==> src/rtl/mem_access_unit.sv <==
// mem_access_unit
//   Load/store front end for DataMemory. It turns byte, halfword and word
//   requests from EX/MEM into whole-word DataMemory accesses. Load data is
//   sign- or zero-extended. A sub-word store becomes a read-modify-write:
//   the word is read and merged in the request cycle, which stalls the
//   pipeline. The merged word is written back in the following WRITE cycle.
//   Misaligned and out-of-range requests are rejected without touching memory.
//
// Ports
//   Clk, Rst_n      clock (rising edge), asynchronous active-low reset
//   ReqValid        memory op present in EX/MEM this cycle
//   ReqWrite        1=store, 0=load
//   ReqSize         00=byte, 01=half, 10=word, 11=illegal
//   ReqSigned       load extension: 1=sign, 0=zero
//   ReqAddr         byte address
//   ReqWData        store data, sub-word taken from the low bits
//   MR, MW          DataMemory read / write enables
//   Addr, WD        DataMemory word address and write data
//   RD              DataMemory combinational read data
//   Stall           hold EX/MEM and upstream this cycle
//   LoadData        registered, extended load result
//   LoadValid       1-cycle pulse when LoadData is new
//   Err, ErrCause   1-cycle reject pulse; cause 01=misaligned, 10=out of range
module mem_access_unit #(
  parameter int MEM_WORDS = 256
) (
  input  logic        Clk,
  input  logic        Rst_n,
  input  logic        ReqValid,
  input  logic        ReqWrite,
  input  logic [1:0]  ReqSize,
  input  logic        ReqSigned,
  input  logic [31:0] ReqAddr,
  input  logic [31:0] ReqWData,
  output logic        MR,
  output logic        MW,
  output logic [31:0] Addr,
  output logic [31:0] WD,
  input  logic [31:0] RD,
  output logic        Stall,
  output logic [31:0] LoadData,
  output logic        LoadValid,
  output logic        Err,
  output logic [1:0]  ErrCause
);

  typedef enum logic {IDLE, WRITE} state_t;

  state_t      state, nextState;
  logic        misaligned, outOfRange, reqLive;
  logic        reject, accept, isLoad, isWordStore, isSubStore;
  logic [31:0] wordAddr;
  logic [31:0] wrAddr_p1, wrData_p1;

  // Little-endian lane extraction plus sign or zero extension.
  function automatic logic [31:0] extendLoad(input logic [31:0] rd,
                                             input logic [1:0]  size,
                                             input logic [1:0]  off,
                                             input logic        sgn);
    logic signed [7:0]  b;
    logic signed [15:0] h;
    logic [31:0]        r;
    b = rd[{off, 3'b000} +: 8];
    h = rd[{off[1], 4'b0000} +: 16];
    case (size)
      2'b00:   r = sgn ? 32'(b) : {24'h0, b};
      2'b01:   r = sgn ? 32'(h) : {16'h0, h};
      default: r = rd;
    endcase
    return r;
  endfunction

  // Replace the addressed lane of the read word with the low store bits.
  function automatic logic [31:0] mergeStore(input logic [31:0] rd,
                                             input logic [31:0] wd,
                                             input logic [1:0]  size,
                                             input logic [1:0]  off);
    logic [31:0] r;
    r = rd;
    case (size)
      2'b00:   r[{off, 3'b000} +: 8] = wd[7:0];
      2'b01:   r[{off[1], 4'b0000} +: 16] = wd[15:0];
      default: r = wd;
    endcase
    return r;
  endfunction

  // Request decode. Gating with Rst_n makes every memory-side strobe
  // drop the moment reset asserts, not just at the next edge.
  always_comb begin
    wordAddr    = {ReqAddr[31:2], 2'b00};
    misaligned  = (ReqSize == 2'b11) ||
                  (ReqSize == 2'b01 && ReqAddr[0]) ||
                  (ReqSize == 2'b10 && ReqAddr[1:0] != 2'b00);
    outOfRange  = {2'b00, ReqAddr[31:2]} >= 32'(MEM_WORDS);
    reqLive     = Rst_n && (state == IDLE) && ReqValid;
    reject      = reqLive && (misaligned || outOfRange);
    accept      = reqLive && !misaligned && !outOfRange;
    isLoad      = accept && !ReqWrite;
    isWordStore = accept && ReqWrite && (ReqSize == 2'b10);
    isSubStore  = accept && ReqWrite && (ReqSize != 2'b10);
  end

  always_ff @(posedge Clk or negedge Rst_n) begin
    if (!Rst_n) state <= IDLE;
    else        state <= nextState;
  end

  always_comb begin
    nextState = state;
    case (state)
      IDLE:    if (isSubStore) nextState = WRITE;
      WRITE:   nextState = IDLE;
      default: nextState = IDLE;
    endcase
  end

  always_comb begin
    MR    = isLoad || isSubStore;
    MW    = isWordStore || (state == WRITE && Rst_n);
    Stall = isSubStore;
    Addr  = (state == WRITE) ? wrAddr_p1 : wordAddr;
    WD    = (state == WRITE) ? wrData_p1 : ReqWData;
  end

  // ---- request cycle -> p1: load result, reject status ----
  always_ff @(posedge Clk or negedge Rst_n) begin
    if (!Rst_n) begin
      LoadData  <= 32'h0;
      LoadValid <= 1'b0;
      Err       <= 1'b0;
      ErrCause  <= 2'b00;
    end else begin
      LoadValid <= isLoad;
      Err       <= reject;
      if (isLoad)
        LoadData <= extendLoad(RD, ReqSize, ReqAddr[1:0], ReqSigned);
      // Misaligned wins over out of range.
      if (reject)
        ErrCause <= misaligned ? 2'b01 : 2'b10;
    end
  end

  // ---- request cycle -> p1: merged word held for the WRITE cycle ----
  always_ff @(posedge Clk) begin
    if (isSubStore) begin
      wrAddr_p1 <= wordAddr;
      wrData_p1 <= mergeStore(RD, ReqWData, ReqSize, ReqAddr[1:0]);
    end
  end

endmodule

==> config.mk <==
export PLATFORM = sky130hd
export DESIGN_NAME = mem_access_unit
export DESIGN_NICKNAME = d
export VERILOG_FILES = /design/src/rtl/mem_access_unit.sv
export SDC_FILE = /design/constraint.sdc
export NUM_CORES = 1
export LEC_CHECK = 0
export ABC_AREA = 1
export CAP_MARGIN = 40
export CORE_ASPECT_RATIO = 0.9
export CORE_MARGIN = 8
export CORE_UTILIZATION = 33
export DETAILED_ROUTE_END_ITERATION = 8
export HOLD_SLACK_MARGIN = 0.08
export PLACE_DENSITY = 0.62
export SLEW_MARGIN = 20
export SYNTH_ARGS = -nofsm -noshare
export SYNTH_HDL_FRONTEND = slang
export SYNTH_SLANG_ARGS = --single-unit
==> constraint.sdc <==
create_clock -name Clk -period 22.8 [get_ports Clk]
set_input_delay 6.84 -clock Clk [delete_from_list [all_inputs] [get_ports Clk]]
set_output_delay 6.84 -clock Clk [all_outputs]
set_load 0.02 [all_outputs]
# [Word level (Yosys, flattened, before mapping)]
# Index checks and enable logic that the tools add are counted.
[word_totals] elab_cells=54 output_inout_bits=103 in_bits=103 register_bits=99
[op_classes] muxes=11 addsub=2 n_eq_ne=4 shift=6 bitwise_logic=1 order_cmp=1 n_reduce_logical=22
[ops] cell="32-bit 2-to-1 mux" count=4
[ops] cell="32-bit case mux with 2 select lines" count=2
[ops] cell="32-bit bitwise mux" count=2
[ops] cell="16-bit by 7-bit variable shift with 32-bit output, first input constant" count=1
[ops] cell="8-bit by 7-bit variable shift with 32-bit output, first input constant" count=1
[ops] cell="16-bit by 7-bit indexed part select with 32-bit output" count=1
[ops] cell="32-bit by 6-bit indexed part select with 16-bit output" count=1
[ops] cell="32-bit by 6-bit indexed part select with 8-bit output" count=1
[ops] cell="8-bit by 7-bit indexed part select with 32-bit output" count=1
[ops] cell="30-bit by 9-bit greater-or-equal comparator with 1-bit output, second input constant" count=1
[ops] cell="5-bit negation with 7-bit output" count=2
[ops] cell="1-bit logical AND" count=12
[ops] cell="1-bit logical OR" count=5
[ops] cell="2-bit == test, second input constant" count=2
[ops] cell="1-bit logical NOT" count=3
[ops] cell="2-bit by 1-bit == test with 1-bit output, second input constant" count=1
[ops] cell="2-bit logical NOT" count=1
[ops] cell="2-bit 2-to-1 mux" count=1
[ops] cell="2-bit != test, second input constant" count=1
[ops] cell="1-bit case mux with 2 select lines" count=1
[ops] cell="2-bit nonzero test" count=1
[ops] cell="1-bit 2-to-1 mux" count=1
[ops] cell="1-bit inverter" count=1

# [Logic depth before layout (Yosys ltp)]
# Gate-level depths: netlist of the first run.
[depth] ltp_word=11 ltp_mapped=12 mapped_depth_nobuf=9

# [Worst setup path before layout of the first run]
# No wires, ideal clock.
[synth_path] path_kind="in2out" startpoint="input port ReqAddr[1]" endpoint="output port Stall" slack_ns=1.797 arrival_time_ns=14.163 path_stages=8 required_time_ns=15.960 cell_sequence="buf_2 buf_2 inv_1 ha_1 o21ai_2 nand2_4 nand2_4 nor4_1"
[synth_between] elab_chain_cells=8
[synth_lines] element="start, declared" line="33" rtl="input logic [31:0] ReqAddr,"
[synth_lines] element="2-bit nonzero test" line="94" rtl="(ReqSize == 2'b10 && ReqAddr[1:0] != 2'b00);"
[synth_lines] element="1-bit logical AND" line="94"
[synth_lines] element="1-bit logical OR" line="93" rtl="(ReqSize == 2'b01 && ReqAddr[0]) ||"
[synth_lines] element="1-bit logical NOT" line="98" rtl="accept = reqLive && !misaligned && !outOfRange;"
[synth_lines] element="1-bit logical AND (2 in a row)" line="98"
[synth_lines] element="1-bit logical AND (2 in a row)" line="101" rtl="isSubStore = accept && ReqWrite && (ReqSize != 2'b10);"
[synth_lines] element="end, declared" line="40" rtl="output logic Stall,"
# No other way between the ends.

# [Final worst setup path of the first run]
[layout_path] startpoint="input port ReqAddr[0]" endpoint="output port Stall"
[layout_between] elab_chain_cells=8 elab_cells_between_ends=10 cone_classes="10 x reduce/logical"
[layout_lines] element="2-bit nonzero test / 1-bit logical AND (equally long branches)" line="94, 93"
[layout_lines] element="1-bit logical AND / 1-bit logical OR (equally long branches)" line="94, 92"
[layout_lines] element="1-bit logical OR *" line="93"
[layout_lines] element="1-bit logical NOT *" line="98"
[layout_lines] element="1-bit logical AND * (2 in a row)" line="98"
[layout_lines] element="1-bit logical AND * (2 in a row)" line="101"
# Every way passes the cells marked *; elsewhere a longest branch is shown, timed or not.

==> impl_metrics.json, run 1 <==
{
  "fp.dieW_microns": 157,
  "p_seq_share_pct": 45.2,
  "startpoint": "ReqAddr[0]",
  "critical_path_arrival_ns": 9.79,
  "post_cts_buffers": 0,
  "worstHoldStart": "LoadData[4]$_DFFE_PN0P_",
  "area.sequential_sq_um": 2790,
  "cts_tree": "done",
  "synthFlopType": "edfxtp_1",
  "path_class": "in -> out",
  "fin_nets": 1074,
  "clock_power_share_pct": 34.3,
  "relSlewSlack_pct": 48.6,
  "grt_pass1_wl_microns": 32500,
  "gr-total-overflow": 0,
  "swShare_pct": 28.1,
  "post_drt_wl_per_cell_microns": 18.0,
  "yosysWarnings": 0,
  "post-place-ws_ns": 6.15,
  "ios": 206,
  "synth-seq-cells": 99,
  "fin_skew_ns": 0.00744,
  "status": "completed",
  "synthCells": 784,
  "synth_area_per_cell_sq_um": 7.58,
  "powerDensity_nw_per_um2": 50.5,
  "worstPathMaxFanout": 43,
  "setup_violations": 0,
  "internal_power_uw": 306,
  "final_antenna_net_count": 0,
  "dp_hpwl_microns": 16500,
  "drc": 0,
  "max_freq_ghz": 0.0601,
  "rows": 46,
  "place_congestion": 0.920,
  "syn2layout_area_growth_pct": 42.0,
  "min_period_ns": 16.63,
  "n_fill_cell": 1783,
  "synth_cell_types": 38,
  "drv_cap": 0,
  "synth_top_cells_by_area": "edfxtp_1 31%, nand2_1 23%, dfrtp_1 16%",
  "clock_sinks": 99,
  "coreArea_sq_um": 17600,
  "grt_antenna_before_repair": 0,
  "grt_pass1_vias": 5531,
  "track_usage_pct": 19.0,
  "synth_edf_count": 62,
  "hold_viol": 0,
  "tns_ns": 0,
  "clk_pin_slew_worst_paths_ns": 0.07,
  "cts.htree.levels": 3,
  "antenna_cells": 0,
  "maxSlewViolCount": 0,
  "cts_resized": 0,
  "synth_top_area_share_pct": 31.3,
  "holdBufCountCts": 0,
  "multi_input_area_sq_um": 2690,
  "yosysTopAreaCell": "edfxtp_1",
  "port_buffers": 203,
  "cts.path.max_buffers": 2,
  "drtIter0Drc": 491,
  "yosysSeqAreaShare_pct": 46.9,
  "reg2reg_slack_ns": 20.64,
  "start_kind": "input pin",
  "p_leak_nw": 3.70,
  "vdd_ir_drop_max_v": 0.0000331,
  "period_share_pct": 72.9,
  "netlist_top_cells_count": "362 x nand2_1, 62 x edfxtp_1, 55 x inv_1",
  "yosys.cell_count.top_type": "nand2_1",
  "die_area_sq_um": 22600,
  "crit_required_ns": 15.96,
  "firstDrtPassIters": 5,
  "synthArstFlopShare_pct": 37.4,
  "rsz0062_at_grt": "false",
  "vias_per_cell": 4.94,
  "worst_pin_slew_ns": 0.770,
  "cts_inserted_buffers": 9,
  "fin_ws_ns": 6.17,
  "final_util_pct": 47.9,
  "wl_microns": 21800,
  "r2r-start": "state$_DFF_PN0_",
  "endpoint_kind": "primary output",
  "grt_max_degree": 86,
  "hold_class": "reg -> reg",
  "vias": 5985,
  "initial_core_util_pct": 33.7,
  "power.share.combinational_pct": 20.5,
  "p_switching_uw": 120,
  "drive_gt1_share_pct": 5.15,
  "synth_area_sq_um": 5940,
  "insertion_delay_ns": 0.35,
  "dieHeight_microns": 143,
  "cts-root-buf": "clkbuf_16"
}
-- worst paths after layout --
kind                       cells after the start                        to
max in group asynchronous                      2  LoadData[25]$_DFFE_PN0P_
max                                            9                     Stall
min reg2reg                                    2   LoadData[4]$_DFFE_PN0P_
min in group asynchronous                      1   LoadData[8]$_DFFE_PN0P_
min                                            2   LoadData[4]$_DFFE_PN0P_
max reg2reg                                    5    wrData_p1[6]$_DFFE_PP_
-- cells by family (layout without fill, tap and decap cells) --
group / Yosys count / count (layout) / share of synthesized area (%)
simple gates: 459 / 459 / 31.8
compound gates: 117 / 117 / 12.2
buf+inv: 103 / 289 / 7.92
flops: 99 / 99 / 46.9
fa+ha+maj: 5 / 5 / 1.05
other cells: 1 / 2 / 0.0631
-- placed cells by master (no fill, tap or decap), types with 2 or more instances in the layout --
| cell | instances |
|---|---|
| nand2_4 | 5 |
| clkbuf_16 | 9 |
| o2111ai_1 | 8 |
| inv_4 | 2 |
| nand3_1 | 41 |
| nor2_4 | 3 |
| o211ai_1 | 12 |
| dfrtp_1 | 36 |
| buf_16 | 2 |
| conb_1 | 2 |
| nor3_1 | 8 |
| o22ai_1 | 16 |
| nand4_1 | 2 |
| buf_4 | 6 |
| inv_2 | 3 |
| a21oi_1 | 13 |
| o21ai_2 | 2 |
| clkinv_2 | 2 |
| inv_6 | 3 |
| o21ai_0 | 48 |
| nor2_1 | 29 |
| nand2_2 | 3 |
| edfxtp_1 | 62 |
| o221ai_1 | 7 |
| inv_1 | 55 |
| nand2_1 | 362 |
| clkinv_4 | 2 |
| clkdlybuf4s50_1 | 202 |
| a22oi_1 | 7 |
| nand3_2 | 2 |
| ha_1 | 5 |
-- critical path, cell delays in order --
cell and delay, ns:
clkdlybuf4s50_1 0.63, inv_2 0.23, ha_1 0.25, o21ai_2 0.10
nand2_4 0.09, nand2_4 0.08, nor4_2 0.28, buf_4 0.53
clkdlybuf4s50_1 0.73
-- final cells by class --
cell class	count	share of cell area (%)
clock inverter	7	0.608
tap	240	3.56
sequential	99	33.1
timing repair buffer	212	25.4
inverter	61	2.80
multi-input combinational	583	31.9
clock buffer	9	2.67
-- flip-flops by register name, indices dropped and copies added, names as in the netlist --
signal / flops
LoadData: 32
ErrCause: 2
state: 1
wrAddr_p1: 30
wrData_p1: 32
LoadValid: 1
Err: 1
-- stage by stage --
step	power, mW	instances	hold slack (ns)	cell area [sq um]
finish	0.426	1211	0.471	8440
CTS	0.431	1210	0.476	8410
global route	0.445	1211	0.495	8440
detailed placement	0.283	1194	0.458	8130
global placement	0.282	1192	0.458	8090
floorplan	0.237	785	0.577	5940
-- layer usage --
metal	up-vias	GRT usage (%)	wire (microns)
li1	2951	-	-
met1	2756	26.5	9900
met2	267	28.5	9610
met3	11	5.53	2040
met4	0	3.90	206
met5	-	0	0
-- power by group through the flow --
stage	combinational (mW)	sequential, mW	clock, mW
floorplan	0.0397	0.197	0
global placement	0.0856	0.196	0
detailed placement	0.0869	0.196	0
CTS	0.0872	0.192	0.151
global route	0.0947	0.193	0.158
finish	0.0875	0.193	0.146
Note: power is estimated with default switching activity, not from simulation.
==> run 2, diff against run 1 <==
==> constraint.sdc (replaced) <==
create_clock -name Clk -period 16.8 [get_ports Clk]
set_input_delay 5.04 -clock Clk [delete_from_list [all_inputs] [get_ports Clk]]
set_output_delay 5.04 -clock Clk [all_outputs]
set_load 0.02 [all_outputs]
==> run 2 against run 1 <==
  * Cell count unchanged
  * Setup slack got worse by 2.4 ns
  * Clock power is 43% higher
  * Routed wire length is 0.29% lower
  * Cell area rose by 0.22%
  * Flip-flop and latch count unchanged
  * Utilization rose by 0.11 points
  * Sequential power rose by 35%
  * Total power rose by 38%
  * First-iteration DRC count shrank 6.1%
  * Combinational power is 36% higher
  * Critical path type unchanged
  * Critical endpoint unchanged
  * Largest cell class unchanged
  * Largest power group unchanged
==> impl_metrics.json, run 2 (synthesis gave the netlist of run 1 again) <==
{
  "post_cts_buffers": 0,
  "worst_pin_slew_ns": 0.713,
  "largestRegisters": "LoadData: 32 flops, wrData_p1: 32 flops, wrAddr_p1: 30 flops",
  "drc": 0,
  "cpPeakStageDelay_ns": 0.71,
  "cts_resized": 0,
  "endpoint_kind": "primary output",
  "r2r_end": "wrData_p1[2]$_DFFE_PP_",
  "holdBufCountCts": 0,
  "cp.buffers_inverters": 4,
  "final_common_cell": "nand2_1",
  "placed_area_sq_um": 8130,
  "final_cell_mix": "362 x nand2_1, 202 x clkdlybuf4s50_1, 62 x edfxtp_1",
  "grt_antenna_before_repair": 0,
  "place_inst": 1194,
  "min_period_ns": 12.99,
  "cts_tree": "done",
  "startpoint": "ReqAddr[0]",
  "final_antenna_net_count": 0,
  "worstHoldStart": "LoadData[4]$_DFFE_PN0P_",
  "firstDrtPassIters": 5,
  "dp_hpwl_microns": 16400,
  "fin_skew_ns": 0.0130,
  "cts-root-buf": "clkbuf_16",
  "grt_pass1_wl_microns": 32900,
  "fp.dieW_microns": 157,
  "drv_cap": 0,
  "clock_sinks": 99,
  "cts.path.max_buffers": 2,
  "period_share_pct": 77.3,
  "rows": 46,
  "start_kind": "input pin",
  "coreArea_sq_um": 17600,
  "grt_pass1_vias": 5764,
  "holdPathEnd": "LoadData[4]$_DFFE_PN0P_",
  "stdcell_count": 1211,
  "port_buffers": 203,
  "path_class": "in -> out",
  "whs_ns": 0.472,
  "powerDensity_nw_per_um2": 69.7,
  "maxSlewViolCount": 0,
  "drive_gt1_share_pct": 5.15,
  "rsz0062_at_grt": "false",
  "vias_per_cell": 5.00,
  "initial_core_util_pct": 33.7,
  "r2r-start": "state$_DFF_PN0_",
  "fin_area_sq_um": 8450,
  "grt_max_degree": 86,
  "antenna_cells": 0,
  "hold_viol": 0,
  "clk_pin_slew_worst_paths_ns": 0.07,
  "place_congestion": 0.927,
  "track_usage_pct": 19.0,
  "tns_ns": 0,
  "status": "completed",
  "crit_family": "buffers and inverters",
  "wl_microns": 21700,
  "reg2reg_slack_ns": 14.45,
  "syn2layout_area_growth_pct": 42.3,
  "drtIter0Drc": 461,
  "cp_slowest_cell": "clkdlybuf4s50_1",
  "vdd_ir_drop_max_v": 0.0000464,
  "die_area_sq_um": 22600,
  "setup_violations": 0,
  "crit_required_ns": 11.76,
  "r2r_cells": 6,
  "relSlewSlack_pct": 52.3,
  "post_drt_wl_per_cell_microns": 17.9,
  "gr-total-overflow": 0,
  "insertion_delay_ns": 0.36,
  "max_freq_ghz": 0.0770,
  "ios": 206,
  "vias": 6060,
  "dieHeight_microns": 143,
  "min_path_cells": 2,
  "worstPathMaxFanout": 41,
  "finalPower_uw": 589,
  "cts.htree.levels": 3,
  "fin_nets": 1074,
  "path_cells": "clkdlybuf4s50_1 > inv_2 > ha_1 > o21ai_2 > nand2_4 > nand2_4 > nor4_4 > buf_4 > clkdlybuf4s50_1",
  "critical_path_arrival_ns": 7.95,
  "n_fill_cell": 1802,
  "hold_class": "reg -> reg",
  "cts_inserted_buffers": 9,
  "p_leak_nw": 3.70
}
run 2: where the power goes:
group / internal (mW) / switching (mW)
registers: 0.261 / 0.000399
logic: 0.0529 / 0.0658
clock network: 0.111 / 0.0985
run 2: metal layers:
layer	wire length [microns]	track usage (%)	part of all wire, %	vias to the layer above
met5	0	0	0	-
met4	238	4.50	1.1	0
met3	2240	5.26	10	18
met2	9430	28.9	43	270
met1	9790	26.2	45	2828
li1	-	-	-	2944
run 2: layout make-up:
type | count | area (sq um) | area share [%]
Inverter | 61 | 236 | 2.80
Clock inverter | 5 | 41.3 | 0.488
Tap cell | 240 | 300 | 3.55
Sequential cell | 99 | 2790 | 33.0
Timing Repair Buffer | 212 | 2130 | 25.2
Multi-Input combinational cell | 583 | 2700 | 31.9
Clock buffer | 11 | 253 | 2.99
run 2: worst max-delay path by stage:
stage,endpoint,depth (start not counted)
2_1_floorplan,Stall,8
3_3_place_gp,Stall,9
3_5_place_dp,Stall,9
4_1_cts,Stall,9
5_1_grt,Stall,9
6_report,Stall,9
run 2: worst min-delay path: stages (launching register included):
cell,delay (ns)
dfrtp_1,0.35
nand2_1,0.05
nand2_1,0.04
run 2: stage by stage:
stage          setup WS (ns)  utilization [%]
3_5_place_dp            3.84             46.2
2_1_floorplan           2.11                -
5_1_grt                 3.66             48.0
4_1_cts                 3.82             47.8
3_3_place_gp            3.87             46.0
6_report                3.81             48.0
